<file path="config.mk">
export PLATFORM = sky130hd
export DESIGN_NAME = axi_dma_resp_tracker
export DESIGN_NICKNAME = d
export VERILOG_FILES = /design/src/rtl/axi_pkg.sv /design/src/rtl/fifo_v3.sv /design/src/rtl/axi_dma_resp_tracker.sv
export SDC_FILE = /design/constraint.sdc
export NUM_CORES = 1
export LEC_CHECK = 0
export BUFFER_PORTS_ARGS = -buffer_cell sky130_fd_sc_hd__buf_2
export CORE_MARGIN = 4
export CORE_UTILIZATION = 50
export CTS_CLUSTER_SIZE = 28
export DETAILED_ROUTE_END_ITERATION = 16
export PLACE_DENSITY = 0.77
export REMOVE_ABC_BUFFERS = 1
export SYNTH_ARGS = -nofsm -noshare
export SYNTH_HDL_FRONTEND = slang
export SYNTH_SLANG_ARGS = --single-unit
</file>
<file path="constraint.sdc">
create_clock -name clk_i -period 2.4 [get_ports clk_i]
set_input_delay 0.36 -clock clk_i [delete_from_list [all_inputs] [get_ports clk_i]]
set_output_delay 0.36 -clock clk_i [all_outputs]
set_load 0.005 [all_outputs]
</file>
<file path="src/rtl/axi_pkg.sv">
// Minimal AXI definitions shared by the DMA backend.
// Only the response encoding is needed by the response tracker.
package axi_pkg;

    typedef logic [1:0] resp_t;

    localparam resp_t RESP_OKAY   = 2'b00;
    localparam resp_t RESP_EXOKAY = 2'b01;
    localparam resp_t RESP_SLVERR = 2'b10;
    localparam resp_t RESP_DECERR = 2'b11;

endpackage

</file>
<file path="src/rtl/fifo_v3.sv">
// Synchronous FIFO with optional fall-through, common_cells compatible ports.
// A push while full or a pop while empty is ignored.
module fifo_v3 #(
    parameter bit          FALL_THROUGH = 1'b0,
    parameter int unsigned DATA_WIDTH   = 32,
    parameter int unsigned DEPTH        = 8,
    parameter int unsigned ADDR_DEPTH   = (DEPTH > 1) ? $clog2(DEPTH) : 1
) (
    input  logic                  clk_i,
    input  logic                  rst_ni,
    input  logic                  flush_i,
    input  logic                  testmode_i,
    output logic                  full_o,
    output logic                  empty_o,
    output logic [ADDR_DEPTH-1:0] usage_o,
    input  logic [DATA_WIDTH-1:0] data_i,
    input  logic                  push_i,
    output logic [DATA_WIDTH-1:0] data_o,
    input  logic                  pop_i
);

    localparam logic [ADDR_DEPTH:0]   FullCnt = (ADDR_DEPTH + 1)'(DEPTH);
    localparam logic [ADDR_DEPTH-1:0] LastPtr = ADDR_DEPTH'(DEPTH - 1);

    logic [ADDR_DEPTH-1:0] rptr_q, rptr_d;
    logic [ADDR_DEPTH-1:0] wptr_q, wptr_d;
    logic [ADDR_DEPTH:0]   cnt_q, cnt_d;
    logic [DATA_WIDTH-1:0] mem_q [DEPTH];
    logic                  mem_we;
    logic                  do_push;
    logic                  do_pop;
    logic                  unused_testmode;

    assign unused_testmode = testmode_i;

    function automatic logic [ADDR_DEPTH-1:0] ptr_inc(input logic [ADDR_DEPTH-1:0] p);
        return (p == LastPtr) ? '0 : p + 1'b1;
    endfunction

    assign full_o  = (cnt_q == FullCnt);
    assign empty_o = (cnt_q == '0) && !(FALL_THROUGH && push_i);
    assign usage_o = cnt_q[ADDR_DEPTH-1:0];
    assign do_push = push_i && !full_o;
    assign do_pop  = pop_i && !empty_o;

    always_comb begin
        rptr_d = rptr_q;
        wptr_d = wptr_q;
        cnt_d  = cnt_q;
        mem_we = 1'b0;
        data_o = mem_q[rptr_q];
        if (do_push) begin
            mem_we = 1'b1;
            wptr_d = ptr_inc(wptr_q);
            cnt_d  = cnt_q + 1'b1;
        end
        if (do_pop) begin
            rptr_d = ptr_inc(rptr_q);
            cnt_d  = do_push ? cnt_q : cnt_q - 1'b1;
        end
        // Fall-through on an empty FIFO bypasses storage entirely.
        if (FALL_THROUGH && (cnt_q == '0) && push_i) begin
            data_o = data_i;
            if (pop_i) begin
                rptr_d = rptr_q;
                wptr_d = wptr_q;
                cnt_d  = cnt_q;
                mem_we = 1'b0;
            end
        end
        if (flush_i) begin
            rptr_d = '0;
            wptr_d = '0;
            cnt_d  = '0;
            mem_we = 1'b0;
        end
    end

    always_ff @(posedge clk_i or negedge rst_ni) begin
        if (!rst_ni) begin
            rptr_q <= '0;
            wptr_q <= '0;
            cnt_q  <= '0;
            for (int unsigned i = 0; i < DEPTH; i++) begin
                mem_q[i] <= '0;
            end
        end else begin
            rptr_q <= rptr_d;
            wptr_q <= wptr_d;
            cnt_q  <= cnt_d;
            if (mem_we) begin
                mem_q[wptr_q] <= data_i;
            end
        end
    end

endmodule

</file>
<file path="src/rtl/axi_dma_resp_tracker.sv">
// Tracks issued AW bursts and coalesces in-order B responses into one
// completion per 1D transfer, with sticky error and burst count.
module axi_dma_resp_tracker
    import axi_pkg::*;
#(
    parameter  int unsigned NumOutstanding = 16,
    localparam int unsigned CntWidth       = 16
) (
    input  logic                clk_i,
    input  logic                rst_ni,
    input  logic                aw_issue_valid_i,
    input  logic                aw_issue_last_i,
    output logic                aw_issue_ready_o,
    input  logic                b_valid_i,
    input  resp_t               b_resp_i,
    output logic                b_ready_o,
    output logic                done_valid_o,
    input  logic                done_ready_i,
    output logic                done_error_o,
    output logic [CntWidth-1:0] done_num_bursts_o,
    output logic                idle_o
);

    localparam int unsigned AddrW = $clog2(NumOutstanding);

    typedef enum logic [1:0] {
        StIdle,
        StAccum,
        StDonePend
    } ctrl_e;

    logic                fifo_full;
    logic                fifo_empty;
    logic                fifo_last;
    logic [AddrW-1:0]    fifo_usage_unused;
    logic                aw_push;
    logic                b_hs;
    logic                b_err;
    logic [CntWidth-1:0] cnt_inc;
    ctrl_e               ctrl_state;

    logic                err_q, err_d;
    logic [CntWidth-1:0] cnt_q, cnt_d;
    logic                done_valid_q, done_valid_d;
    logic                done_err_q, done_err_d;
    logic [CntWidth-1:0] done_num_q, done_num_d;

    function automatic logic [CntWidth-1:0] sat_inc(input logic [CntWidth-1:0] v);
        return (&v) ? v : v + 1'b1;
    endfunction

    fifo_v3 #(
        .FALL_THROUGH (1'b0),
        .DATA_WIDTH   (1),
        .DEPTH        (NumOutstanding)
    ) i_last_fifo (
        .clk_i      (clk_i),
        .rst_ni     (rst_ni),
        .flush_i    (1'b0),
        .testmode_i (1'b0),
        .full_o     (fifo_full),
        .empty_o    (fifo_empty),
        .usage_o    (fifo_usage_unused),
        .data_i     (aw_issue_last_i),
        .push_i     (aw_push),
        .data_o     (fifo_last),
        .pop_i      (b_hs)
    );

    assign aw_issue_ready_o = !fifo_full;
    assign aw_push          = aw_issue_valid_i && aw_issue_ready_o;
    // B is only taken when the output slot is free or draining this cycle.
    assign b_ready_o        = !fifo_empty && (!done_valid_q || done_ready_i);
    assign b_hs             = b_valid_i && b_ready_o;
    assign b_err            = b_resp_i[1];
    assign cnt_inc          = sat_inc(cnt_q);

    always_comb begin
        err_d        = err_q;
        cnt_d        = cnt_q;
        done_valid_d = done_valid_q;
        done_err_d   = done_err_q;
        done_num_d   = done_num_q;
        if (done_valid_q && done_ready_i) begin
            done_valid_d = 1'b0;
        end
        if (b_hs) begin
            if (fifo_last) begin
                done_valid_d = 1'b1;
                done_err_d   = err_q | b_err;
                done_num_d   = cnt_inc;
                err_d        = 1'b0;
                cnt_d        = '0;
            end else begin
                err_d = err_q | b_err;
                cnt_d = cnt_inc;
            end
        end
    end

    always_ff @(posedge clk_i or negedge rst_ni) begin
        if (!rst_ni) begin
            err_q        <= 1'b0;
            cnt_q        <= '0;
            done_valid_q <= 1'b0;
            done_err_q   <= 1'b0;
            done_num_q   <= '0;
        end else begin
            err_q        <= err_d;
            cnt_q        <= cnt_d;
            done_valid_q <= done_valid_d;
            done_err_q   <= done_err_d;
            done_num_q   <= done_num_d;
        end
    end

    always_comb begin
        ctrl_state = StIdle;
        if (done_valid_q) begin
            ctrl_state = StDonePend;
        end else if (!fifo_empty || (cnt_q != '0)) begin
            ctrl_state = StAccum;
        end
    end

    assign idle_o            = (ctrl_state == StIdle);
    assign done_valid_o      = done_valid_q;
    assign done_error_o      = done_err_q;
    assign done_num_bursts_o = done_num_q;

`ifndef SYNTHESIS
    b_hs_needs_entry : assert property (
        @(posedge clk_i) disable iff (!rst_ni)
        (b_valid_i && b_ready_o) |-> !fifo_empty
    ) else $fatal(1, "B handshake with empty tracker FIFO");
`endif

endmodule

</file>
==> results.toml <==
[hold_path]
holdPathStages = 3
hold_end = "err_q"
worstHoldPathType = "in -> reg"
min-delay-start = "b_resp_i[1]"

[floorplan]
die-area_sq_um = 8462
die_h_um = 91.99
core_sq_um = 6832
pin_count = 29
die_x_um = 91.99
start_util = 0.5163
rows = 30

[worst_setup_path]
crit_fanout = 5
slowest_stage = "or4_4"
critical_path_class = "reg -> reg"
crit_path_end_kind = "register"
cp_data_required_time_ps = 2670
rrSetupSlack_ps = 130
rr_worst_depth = 7
crit_chain = "or4_4 > o211ai_4 > xnor2_1 > ha_1 > o21a_1 > o32ai_1 > xor2_1"
start_kind = "register"
critPathMaxStageDelay_ps = 530
r2r_start = "i_last_fifo.cnt_q[3]"
timing.rr.end = "i_last_fifo.cnt_q[4]"
arrival_ps = 2540

[power]
p_leak_nw = 1.723
pwr-share-clk = 0.195
powerDensity_nw_per_um2 = 1196
p_int_mw = 2.946
p_sw_frac = 0.3800
ir_drop_mv = 0.6728
switchingPower_mw = 1.806
seq_power_share = 0.389
power_frac_comb = 0.415

[place]
dpl.cell_count = 461
port_buffers = 27
gp_congestion = 0.8903
dp_hpwl_mm = 5.236

[clock_tree]
cts_root_buf = "clkbuf_8"
clockBufferDepth = 2
clkSinkCount = 64
clkSlewWorstSetupHoldPaths_ps = 70
insertion_delay_ps = 340
cts.htree.levels = 3
cts_tree = "built"
cts_made_buffers = 9

[timing]
tightest_slew_ps = 562.4
rsz0062_at_grt = "no"
fin_skew_ps = 8.844
fin_crit_sh = 0.9451
fin_crit_ps = 2268
hold_viol = 0
slew_viol_final = 0
setup_viol = 0
relSlewSlack = 0.6202
hold_ws_ps = 277.7
timing.fmax_mhz = 440.9

[finish]
layout.nets = 396
area_growth_pct = 12.66
final_cell_mix = "dfrtp_1 (64), nor2_1 (29), nand2_1 (27), buf_2 (27), o21ai_0 (24)"
utilization = 0.5817
final_common_cell = "dfrtp_1"
fin_cells = 480
n_antenna_cell = 0
drive_gt1_frac = 0.2448

[status]
status = "finished, final reports clean"

[run]
drv_cap = 0

[detailed_routing]
route.detailed.drc = 0
num_vias = 2731
first_pass_iters = 4
wire_per_inst_um = 15.49
first_iter_violations = 187
drt-total-wl_mm = 7.433
ant_nets = 0
routed_via_density = 5.690

[logic_synthesis]
ys_ff_latch = 64
synthFlopType = "dfrtp_1"
synth_edf_count = 0
seq_area_frac_synth = 0.4541
synth_cell_types = 61
netlist_instances = 349
synth_area_per_cell_sq_um = 10.11
async_flop_share = 1.000
synth_area_sq_um = 3527
synth_warnings = 0

[grt]
grt_use_total = 0.1959
grt_pass1_vias = 2738
grt_pass1_wl_mm = 13.11
grt_remaining_overflow = 0
antenna_found_initial = 0
grt_max_degree = 25
## state kept, by name, indices dropped and copies added (netlist names), 4 cells and up
register            flops
cnt_q                  16
i_last_fifo.cnt_q       5
done_num_bursts_o      16
i_last_fifo.mem_q      16
i_last_fifo.rptr_q      4
i_last_fifo.wptr_q      4
## worst max-delay path: cells and delay by family, from the launching register on
| family | cells | cell delay (ps) |
|---|---|---|
| XOR/XNOR | 2 | 280 |
| adder cells (fa/ha/maj) | 1 | 230 |
| flip-flops | 1 | 420 |
| AO/OA/AOI/OAI | 3 | 730 |
| AND/OR/NAND/NOR | 1 | 530 |
## logic make-up (layout without fill, tap and decap cells)
logic type,count (synthesis),after routing,synth area share
flip-flops,64,64,0.4541
XOR/XNOR,16,16,0.03973
AO/OA/AOI/OAI,81,81,0.1529
AND/OR/NAND/NOR,124,124,0.1873
adder cells (fa/ha/maj),9,9,0.03193
multiplexers,24,24,0.08868
buffers and inverters,31,66,0.04541
## cell type report
| cell class | instances | area, sq um |
|---|---|---|
| fillers | 622 | 2858 |
| multi-input cells | 254 | 1765 |
| flip-flops and latches | 64 | 1602 |
| repair buffers | 44 | 265.3 |
| clock buffers | 13 | 158.9 |
| well taps | 96 | 120.1 |
| clock inverters | 3 | 40.04 |
| inverters | 6 | 22.52 |
## power groups by stage
| stage | logic (mW) | clock network, mW | registers (mW) |
|---|---|---|---|
| 2_1_floorplan | 1.33 | 0 | 1.81 |
| 3_3_place_gp | 1.90 | 0 | 1.84 |
| 3_5_place_dp | 1.98 | 0 | 1.87 |
| 4_1_cts | 1.99 | 0.961 | 1.85 |
| 5_1_grt | 2.24 | 1.01 | 1.92 |
| 6_report | 1.97 | 0.929 | 1.85 |
## cell usage after synthesis, drive strengths merged (3+ instances only)
library cell  number  share of area
a22o               8          0.020
nor3               6         0.0085
xor2               4         0.0099
nor4               9          0.022
buf               16          0.029
o41ai              3         0.0075
dfrtp             64           0.45
clkbuf             9          0.010
ha                 9          0.032
nand2b             3         0.0060
a21o               4         0.0085
nand2             28          0.031
a31oi              6          0.012
o21ai             26          0.037
mux2              18          0.057
a21oi             19          0.027
nor2b              4         0.0071
inv                6         0.0064
nand4             10          0.021
xnor2             12          0.030
nand3             19          0.028
nor2              30          0.033
mux4               4          0.026
or2                3         0.0053
and3               3         0.0057
## worst max path at each step
stage | start | endpoint | cells after the start
global placement | i_last_fifo.cnt_q[2] | i_last_fifo.cnt_q[4] | 7
global route | i_last_fifo.cnt_q[2] | i_last_fifo.cnt_q[4] | 7
CTS | i_last_fifo.cnt_q[3] | i_last_fifo.cnt_q[4] | 7
detailed placement | i_last_fifo.cnt_q[3] | i_last_fifo.cnt_q[4] | 7
floorplan | i_last_fifo.cnt_q[2] | i_last_fifo.cnt_q[4] | 7
finish | i_last_fifo.cnt_q[3] | i_last_fifo.cnt_q[4] | 7
## metrics by stage
stage | setup TNS (ps) | setup WS (ps) | total power, mW | instance area (sq um)
after detailed placement | 0 | 130.8 | 3.850 | 3750
after global placement | 0 | 184.2 | 3.745 | 3750
after global routing | 0 | 5.256 | 5.166 | 3974
final | 0 | 131.8 | 4.752 | 3974
after CTS | 0 | 107.4 | 4.801 | 3959
after floorplan | -434.5 | -239.8 | 3.142 | 3390
## metal layers
layer | vias up | part of all wire | wire (um) | global-route usage
met5 | - | 0 | 0 | 0
met4 | 0 | 0.016 | 116 | 0.07797
met3 | 12 | 0.039 | 293 | 0.05004
met2 | 58 | 0.51 | 3783 | 0.3236
met1 | 1325 | 0.44 | 3238 | 0.2460
li1 | 1336 | - | - | -
## repair_timing
action,4_1_cts,5_1_grt
gates resized for setup,0,0
hold endpoints to repair,8,0
setup buffers,0,2
endpoints found under the setup margin,0,1
hold buffers,1,0
Power figures use the tool's default switching activity.
